$ cat src/rtl/game_sequencer.sv
`default_nettype none
// ============================================================================
// Module   : game_sequencer
// Brief    : Menu/play/over sequencer for the wall game.
//            Paces wall shifts and tracks the best score.
// Revision : 1.0
// ============================================================================
module game_sequencer (
    input  logic        Clk,
    input  logic        Reset_h,
    input  logic        frame_tick,
    input  logic        start,
    input  logic        pause,
    input  logic [1:0]  level_sel,
    input  logic        collision,
    input  logic [12:0] Score,
    output logic [2:0]  State,
    output logic        move_walls,
    output logic        kb_reset,
    output logic        paused,
    output logic [12:0] hi_score
);

    typedef enum logic [2:0] {
        ST_MENU   = 3'd0,
        ST_EASY   = 3'd1,
        ST_MEDIUM = 3'd2,
        ST_HARD   = 3'd3,
        ST_OVER   = 3'd4
    } state_t;

    state_t      state_q, state_d;
    logic [2:0]  cnt_q, cnt_d;
    logic        move_q, move_d;
    logic        kbr_q, kbr_d;
    logic        paused_q, paused_d;
    logic [12:0] hi_q, hi_d;

    logic [2:0]  w_base;
    logic [2:0]  w_period;
    logic [2:0]  w_limit;

    // Wall period in frames, shortened once the score reaches 256.
    always_comb begin
        case (state_q)
            ST_EASY:   w_base = 3'd4;
            ST_MEDIUM: w_base = 3'd3;
            default:   w_base = 3'd2;
        endcase
        w_period = ((Score >= 13'd256) && (w_base > 3'd1)) ? (w_base - 3'd1) : w_base;
        w_limit  = w_period - 3'd1;
    end

    always_comb begin
        state_d  = state_q;
        cnt_d    = cnt_q;
        move_d   = 1'b0;
        kbr_d    = 1'b0;
        paused_d = paused_q;
        hi_d     = hi_q;
        case (state_q)
            ST_MENU: begin
                paused_d = 1'b0;
                if (start && (level_sel != 2'd0)) begin
                    state_d = state_t'({1'b0, level_sel});
                    kbr_d   = 1'b1;
                    cnt_d   = 3'd0;
                end
            end
            ST_EASY, ST_MEDIUM, ST_HARD: begin
                // Collision beats pause, which beats frame counting.
                if (!paused_q && frame_tick && collision) begin
                    state_d  = ST_OVER;
                    paused_d = 1'b0;
                    if (Score > hi_q) begin
                        hi_d = Score;
                    end
                end else if (pause) begin
                    paused_d = ~paused_q;
                end else if (!paused_q && frame_tick) begin
                    if (cnt_q >= w_limit) begin
                        cnt_d  = 3'd0;
                        move_d = 1'b1;
                    end else begin
                        cnt_d = cnt_q + 3'd1;
                    end
                end
            end
            ST_OVER: begin
                paused_d = 1'b0;
                if (start) begin
                    state_d = ST_MENU;
                    kbr_d   = 1'b1;
                end
            end
            default: begin
                state_d  = ST_MENU;
                paused_d = 1'b0;
            end
        endcase
    end

    always_ff @(posedge Clk) begin
        if (Reset_h) begin
            state_q  <= ST_MENU;
            cnt_q    <= 3'd0;
            move_q   <= 1'b0;
            kbr_q    <= 1'b0;
            paused_q <= 1'b0;
            hi_q     <= 13'd0;
        end else begin
            state_q  <= state_d;
            cnt_q    <= cnt_d;
            move_q   <= move_d;
            kbr_q    <= kbr_d;
            paused_q <= paused_d;
            hi_q     <= hi_d;
        end
    end

    assign State      = state_q;
    assign move_walls = move_q;
    assign kb_reset   = kbr_q;
    assign paused     = paused_q;
    assign hi_score   = hi_q;

endmodule
`default_nettype wire
$ cat config.mk
export PLATFORM = sky130hd
export DESIGN_NAME = game_sequencer
export DESIGN_NICKNAME = d
export VERILOG_FILES = /design/src/rtl/game_sequencer.sv
export SDC_FILE = /design/constraint.sdc
export NUM_CORES = 1
export LEC_CHECK = 0
export ABC_AREA = 1
export CELL_PAD_IN_SITES_DETAIL_PLACEMENT = 1
export CELL_PAD_IN_SITES_GLOBAL_PLACEMENT = 2
export CORE_MARGIN = 2
export CORE_UTILIZATION = 36
export DETAILED_ROUTE_END_ITERATION = 8
export DONT_BUFFER_PORTS = 1
export GPL_TIMING_DRIVEN = 1
export PLACE_DENSITY_LB_ADDON = 0.1
export SETUP_SLACK_MARGIN = 0.3
export SYNTH_ARGS = -nofsm -noshare
export SYNTH_HDL_FRONTEND = slang
export SYNTH_SLANG_ARGS = --single-unit
$ cat constraint.sdc
create_clock -name Clk -period 4.6 [get_ports Clk]
set_input_delay 1.15 -clock Clk [delete_from_list [all_inputs] [get_ports Clk]]
set_output_delay 1.15 -clock Clk [all_outputs]
set_load 0.05 [all_outputs]
==> metrics.md, run 1 <==
| Metric | Value |
|---|---|
| Drt pass-1 iters | 4 |
| Clk_lat worst skew | 0.27 ns |
| DIE AREA | 4810 sq um |
| Vias in the first global route | 1,512 |
| Post-synthesis sequential area ratio | 28.6% |
| Multi-input logic area | 883 sq um |
| FF-to-FF path depth | 13 |
| Clock power share | 17.1% |
| VDD IR max | 0.335 mV |
| Congestion Overflow GR | 0 |
| I/O pin total | 40 |
| Final instance area | 1610 sq um |
| Max Clock Freq | 398 MHz |
| Core area | 4060 sq um |
| Gate Count Post-Synth | 226 |
| Number of endpoints failing setup at the final stage | 0 |
| Synth Net Count | 264 |
| Wl on met1 | 1700 um |
| Initial antenna violation count | 0 |
| Die height | 69.4 um |
| Final Util | 39.7% |
| Yosys Warn Count | 0 |
| Final WL | 3780 um |
| Crit path arrival time | 2.67 ns |
| Synth Area per Inst | 6.80 sq um |
| Crit path setup slack, layout | 2.09 ns |
| Nets@finish | 264 |
| CTS buffer count | 3 |
| Met2 WL | 1800 um |
| 1st-iter DRT viols | 47 |
| Hold_buf cts | 0 |
| Placed Cells | 271 |
| Max-Cap Viols | 0 |
| Fin cells | 275 |
| Net Sw Frac | 50.5% |
| Clk slew on worst S/H paths | 0.09 ns |
| Synth-to-Final Area Change | 4.72% |
| CTS Root Cell | clkbuf_8 |
| Post-route ant nets | 0 |
| Required @ worst endpoint | 4.76 ns |
| Synth unique cells | 27 |
| Hold Violations, Final | 0 |
| Rows | 23 |
| Slew Viols, Final | 0 |
| Tightest Pin Transition | 0.779 ns |
| Fillers | 546 |
| Largest net degree at the start of global routing | 27 |
| H-tree level count | 1 |
| Class of the tightest hold or removal check | reg2reg |
| GRT Resource Usage Total | 16.8% |
| Post-CTS Setup Bufs | 0 |
| DRC Markers | 0 |
| Critical path type | in2reg |
| Diode count | 0 |
| Minimum clock period after layout | 2.51 ns |
| Area of the mapped netlist | 1540 sq um |
| Max clock buf depth | 2 |
| Pint | 0.432 mW |
| RePlAce Congestion | 0.774 |
| Highest routed layer | met4 |
| Cts repair resizes | 0 |
| WHS Path Cells | 2 |
| Worst path slowest cell | a21oi_4 |
| Dpl cell area | 1560 sq um |
| P_leak | 0.761 nW |
| DP HPWL | 2960 um |
| CTS tree | built |
| Pwr Density | 542 nW/um^2 |
| Net Switching | 0.440 mW |
| Layout cells sized above 1 | 6.67% |
| Tot Pwr | 0.872 mW |
| Wire per inst | 13.7 um |
| Fin crit share | 54.6% |
| Synthesized flop and latch total | 22 |
| Worst hold slack | 0.488 ns |
| FF-to-FF setup slack | 2.16 ns |
| Pre-CTS WS | 1.78 ns |
| Met3 Routed Length | 261 um |
| Combinational cell fraction of total power | 41.1% |
| Post-route setup TNS | 0 ns |
| Starting Density | 37.9% |
| First-pass GRT wire length | 6710 um |
| Critical path, cell by cell | ha_1 > nand2_1 > nor2_1 > and2_2 > a21oi_4 > nand3_1 > nand2_1 > nor2_1 |
| RSZ-0062 raised after global routing | no |
| Register share of total power | 41.8% |
| Sink Count | 22 |
| Number of buffers added on ports | 0 |
| Startpoint types | input pin |
| Register area | 440 sq um |
| Vias per inst | 4.95 |
| Worst Setup End Kind | flop |
| CP peak stage delay | 0.56 ns |
| DR vias | 1,362 |
| Critical Path Fanout Max | 26 |
| Die Width | 69.4 um |
| Status | completed |
| Clock skew | 0.00763 ns |
| Slew margin rel. | 48.0% |
==> registers in the layout, indices dropped and copies added, names as in the netlist <==
| name | cells |
|---|---|
| kb_reset | 1 |
| paused | 1 |
| State | 3 |
| move_walls | 1 |
| hi_score | 13 |
| cnt_q | 3 |
==> cell usage in the layout, fill, tap and decap left out, types with 2 or more instances in the layout <==
master | synthesis | routed
xnor2_1 | 2 | 2
a21oi_1 | 23 | 23
nand2_1 | 48 | 48
ha_1 | 17 | 17
nand3_1 | 19 | 19
nor2_1 | 23 | 23
nor3_1 | 4 | 4
a21oi_2 | 3 | 3
nor2_2 | 2 | 2
inv_1 | 45 | 45
dfxtp_1 | 22 | 22
clkbuf_8 | 0 | 4
==> layout make-up <==
cell class	instances	area share, %
multi-input cells	154	54.9
flip-flops and latches	22	27.4
inverters	45	10.5
well taps	50	3.89
clock buffers	4	3.42
==> logic make-up after synthesis <==
kind of cell | synth area share [%]
AOI/OAI and AO/OA | 12.1
xor gates and xnor gates | 1.14
adders and majority gates | 13.8
buffers and inverters | 13.9
DFF | 28.6
other | 0.244
and+or+nand+nor | 30.1
==> worst paths after layout <==
path,from,to
max,Score[8],hi_score[1]
min reg2reg,cnt_q[2],cnt_q[2]
min,cnt_q[2],cnt_q[2]
max reg2reg,State[0],cnt_q[0]
==> synthesized netlist by cell type <==
cell | number | area share (%)
a211oi_1 | 1 | 0.49
a21o_1 | 1 | 0.49
a21oi_1 | 23 | 7.5
a21oi_2 | 3 | 1.7
a21oi_4 | 1 | 1.1
a221oi_1 | 1 | 0.57
and2_2 | 1 | 0.49
buf_4 | 1 | 0.49
buf_6 | 3 | 2.2
clkbuf_1 | 1 | 0.24
conb_1 | 1 | 0.24
dfxtp_1 | 22 | 29
ha_1 | 17 | 14
inv_1 | 45 | 11
nand2_1 | 48 | 12
nand2_2 | 1 | 0.41
nand3_1 | 19 | 6.2
nand3_2 | 1 | 0.65
nand4_1 | 1 | 0.41
nor2_1 | 23 | 5.6
nor2_2 | 2 | 0.81
nor2_8 | 1 | 1.3
nor3_1 | 4 | 1.3
nor3b_2 | 1 | 0.81
nor4_1 | 1 | 0.41
o21ai_0 | 1 | 0.33
xnor2_1 | 2 | 1.1
==> power groups by stage <==
stage	Clock, mW	Sequential (mW)	Combinational (mW)
after floorplan	0	0.359	0.301
after global placement	0	0.369	0.339
after detailed placement	0	0.371	0.359
after CTS	0.152	0.366	0.362
after global routing	0.160	0.372	0.425
final	0.149	0.364	0.359
==> layer usage <==
layer	track usage, %	vias up
li1	-	709
met1	20.4	619
met2	28.2	32
met3	5.09	2
met4	5.45	0
met5	0	-
==> critical path, delay by kind of cell <==
family | cells | cell delay (ns)
simple gates | 6 | 0.67
fa+ha+maj | 1 | 0.29
compound gates | 1 | 0.56
(Power assumes the default switching activity.)
==> run 2: changes to the inputs <==
--- a/config.mk
+++ b/config.mk
@@ -9,7 +9,7 @@
 export CELL_PAD_IN_SITES_DETAIL_PLACEMENT = 1
 export CELL_PAD_IN_SITES_GLOBAL_PLACEMENT = 2
 export CORE_MARGIN = 2
-export CORE_UTILIZATION = 36
+export CORE_UTILIZATION = 30
 export DETAILED_ROUTE_END_ITERATION = 8
 export DONT_BUFFER_PORTS = 1
 export GPL_TIMING_DRIVEN = 1
==> constraint.sdc (replaced) <==
create_clock -name Clk -period 2.2 [get_ports Clk]
set_input_delay 0.55 -clock Clk [delete_from_list [all_inputs] [get_ports Clk]]
set_output_delay 0.55 -clock Clk [all_outputs]
set_load 0.05 [all_outputs]
==> run 2 against run 1 <==
Via count up 9.3%. Cell count grew 16%. Power up 140%. Sequential power grew 60%. Non-clock buffer count up 23. Largest power group is now combinational logic. Register-to-register slack lost 1.7 ns. Cell area up 19%. Clock skew rose by 0.0022 ns. Wire length grew 13%. Count of clock-buffer cells in the layout unchanged. Die area grew 19%. Clock power up 110%.
==> metrics.md, run 2 (synthesis results as in run 1) <==
| Metric | Value |
|---|---|
| Commonest non-fill, non-tap cells in the layout | nand2_1, inv_1, buf_4 |
| Max-Cap Viols | 0 |
| Worst Setup End Kind | flop |
| Core area | 5010 sq um |
| Slew Viols, Final | 0 |
| Nets@finish | 289 |
| Net Sw Frac | 48.5% |
| RSZ-0062 raised after global routing | yes |
| Clk_lat worst skew | 0.27 ns |
| Final WL | 4280 um |
| Vias per inst | 4.65 |
| Critical path startpoint | State[2] |
| CTS buffer count | 3 |
| Layout cells sized above 1 | 24.4% |
| Minimum clock period after layout | 1.77 ns |
| VDD IR max | 0.635 mV |
| Tot Pwr | 2.10 mW |
| Post-route ant nets | 0 |
| Critical Path Sink | cnt_q[0] |
| FF-to-FF path depth | 11 |
| Number of buffers added on ports | 0 |
| DIE AREA | 5710 sq um |
| CP peak stage delay | 0.44 ns |
| Congestion Overflow GR | 0 |
| DRC Markers | 0 |
| Largest register FFs | 13 |
| Max Clock Freq | 566 MHz |
| Startpoint types | flop |
| Starting Density | 30.7% |
| 1st-iter DRT viols | 42 |
| Clk slew on worst S/H paths | 0.09 ns |
| Class of the tightest hold or removal check | in2reg |
| CTS Root Cell | clkbuf_8 |
| Wire per inst | 13.4 um |
| Register share of total power | 27.8% |
| Required @ worst endpoint | 2.41 ns |
| Initial antenna violation count | 0 |
| Hold Violations, Final | 0 |
| RePlAce Congestion | 0.756 |
| Largest net degree at the start of global routing | 27 |
| Number of endpoints failing setup at the final stage | 0 |
| Pwr Density | 1090 nW/um^2 |
| Net Switching | 1.02 mW |
| Critical path type | reg2reg |
| CTS tree | built |
| CP dominant cell by count | nand2_1 |
| Crit path arrival time | 1.98 ns |
| Most common cell after layout, fill and taps aside | nand2_1 |
| I/O pin total | 40 |
| H-tree level count | 1 |
| Critical Path Fanout Max | 5 |
| Pint | 1.08 mW |
| P_leak | 0.904 nW |
| Synth-to-Final Area Change | 24.7% |
| GRT Resource Usage Total | 14.9% |
| R2R Path End | cnt_q[0] |
| Diode count | 0 |
| Combinational cell fraction of total power | 57.6% |
| Vias in the first global route | 1,500 |
| Clock power share | 14.6% |
| First-pass GRT wire length | 6600 um |
| Die height | 75.6 um |
| Critical path, cell by cell | nor3_2 > nand2_1 > nand2_1 > ha_4 > nand2_1 > nor2_1 > nor2_1 > nand2_1 > nor2_2 > nand3_2 > a21oi_2 |
| Status | completed |
| Rows | 26 |
| Sink Count | 22 |
| Hold_buf cts | 0 |
| FF-to-FF setup slack | 0.43 ns |
| Fillers | 656 |
| Worst path slowest cell | dfxtp_4 |
| Clock skew | 0.00987 ns |
| Fin crit share | 80.3% |
| Max clock buf depth | 2 |
| Drt pass-1 iters | 4 |
| DP HPWL | 3220 um |
| Final Util | 38.3% |
| DR vias | 1,489 |
| Die Width | 75.6 um |
| Post-route setup TNS | 0 ns |
| FF-to-FF Start | State[2] |
| Worst hold slack | 0.330 ns |
run 2: layout make-up:
cell class	instances	area, sq um	share of cell area (%)
inverter	45	171	8.94
clock buffer	4	55.1	2.87
tap	70	87.6	4.57
sequential	22	462	24.1
timing repair buffer	23	173	9.01
multi-input combinational	156	968	50.5
run 2: how the worst min path moves through the flow:
stage                           to  cells after the start  slack, ns  startpoint
after floorplan           cnt_q[2]                      2       0.44    cnt_q[2]
after global placement    cnt_q[2]                      2       0.46    cnt_q[2]
after detailed placement  cnt_q[2]                      2       0.47    cnt_q[2]
after CTS                 State[2]                      1       0.34     Reset_h
after global routing      cnt_q[0]                      1       0.31     Reset_h
final                     cnt_q[0]                      1       0.33     Reset_h
run 2: metrics by stage:
step	instances	setup WS, ns	instance area (sq um)
after CTS	314	0.327	1800
after global placement	310	0.129	1740
final	320	0.433	1920
after detailed placement	310	0.0399	1740
after global routing	320	0.288	1920
after floorplan	226	0.301	1550
run 2: worst max-delay path, delay by kind of cell, from the launching register on:
family / cells / cell delay, ns
AOI/OAI and AO/OA: 1 / 0.14
adders and majority gates: 1 / 0.20
DFF: 1 / 0.44
and+or+nand+nor: 9 / 0.94
run 2: timing repair:
action	in CTS	in global routing
cloned	0	2
setup endpoints to repair	16	16
pin swaps	0	6
setup buffers	0	4
gates resized for setup	4	14
run 2: power by group through the flow:
stage                     combinational, mW  sequential, mW  clock (mW)
after floorplan                       0.630           0.760           0
after global routing                   1.34           0.597       0.338
after detailed placement               1.06           0.577           0
after global placement                 1.02           0.575           0
after CTS                              1.07           0.574       0.317
final                                  1.21           0.584       0.306
run 2: layer usage:
metal / wire [um] / global-route usage [%] / vias to the layer above
li1: - / - / 762
met4: 18 / 2.92 / 0
met5: 0 / 0 / -
met2: 2190 / 27.5 / 22
met1: 1910 / 17.8 / 703
met3: 162 / 2.78 / 2
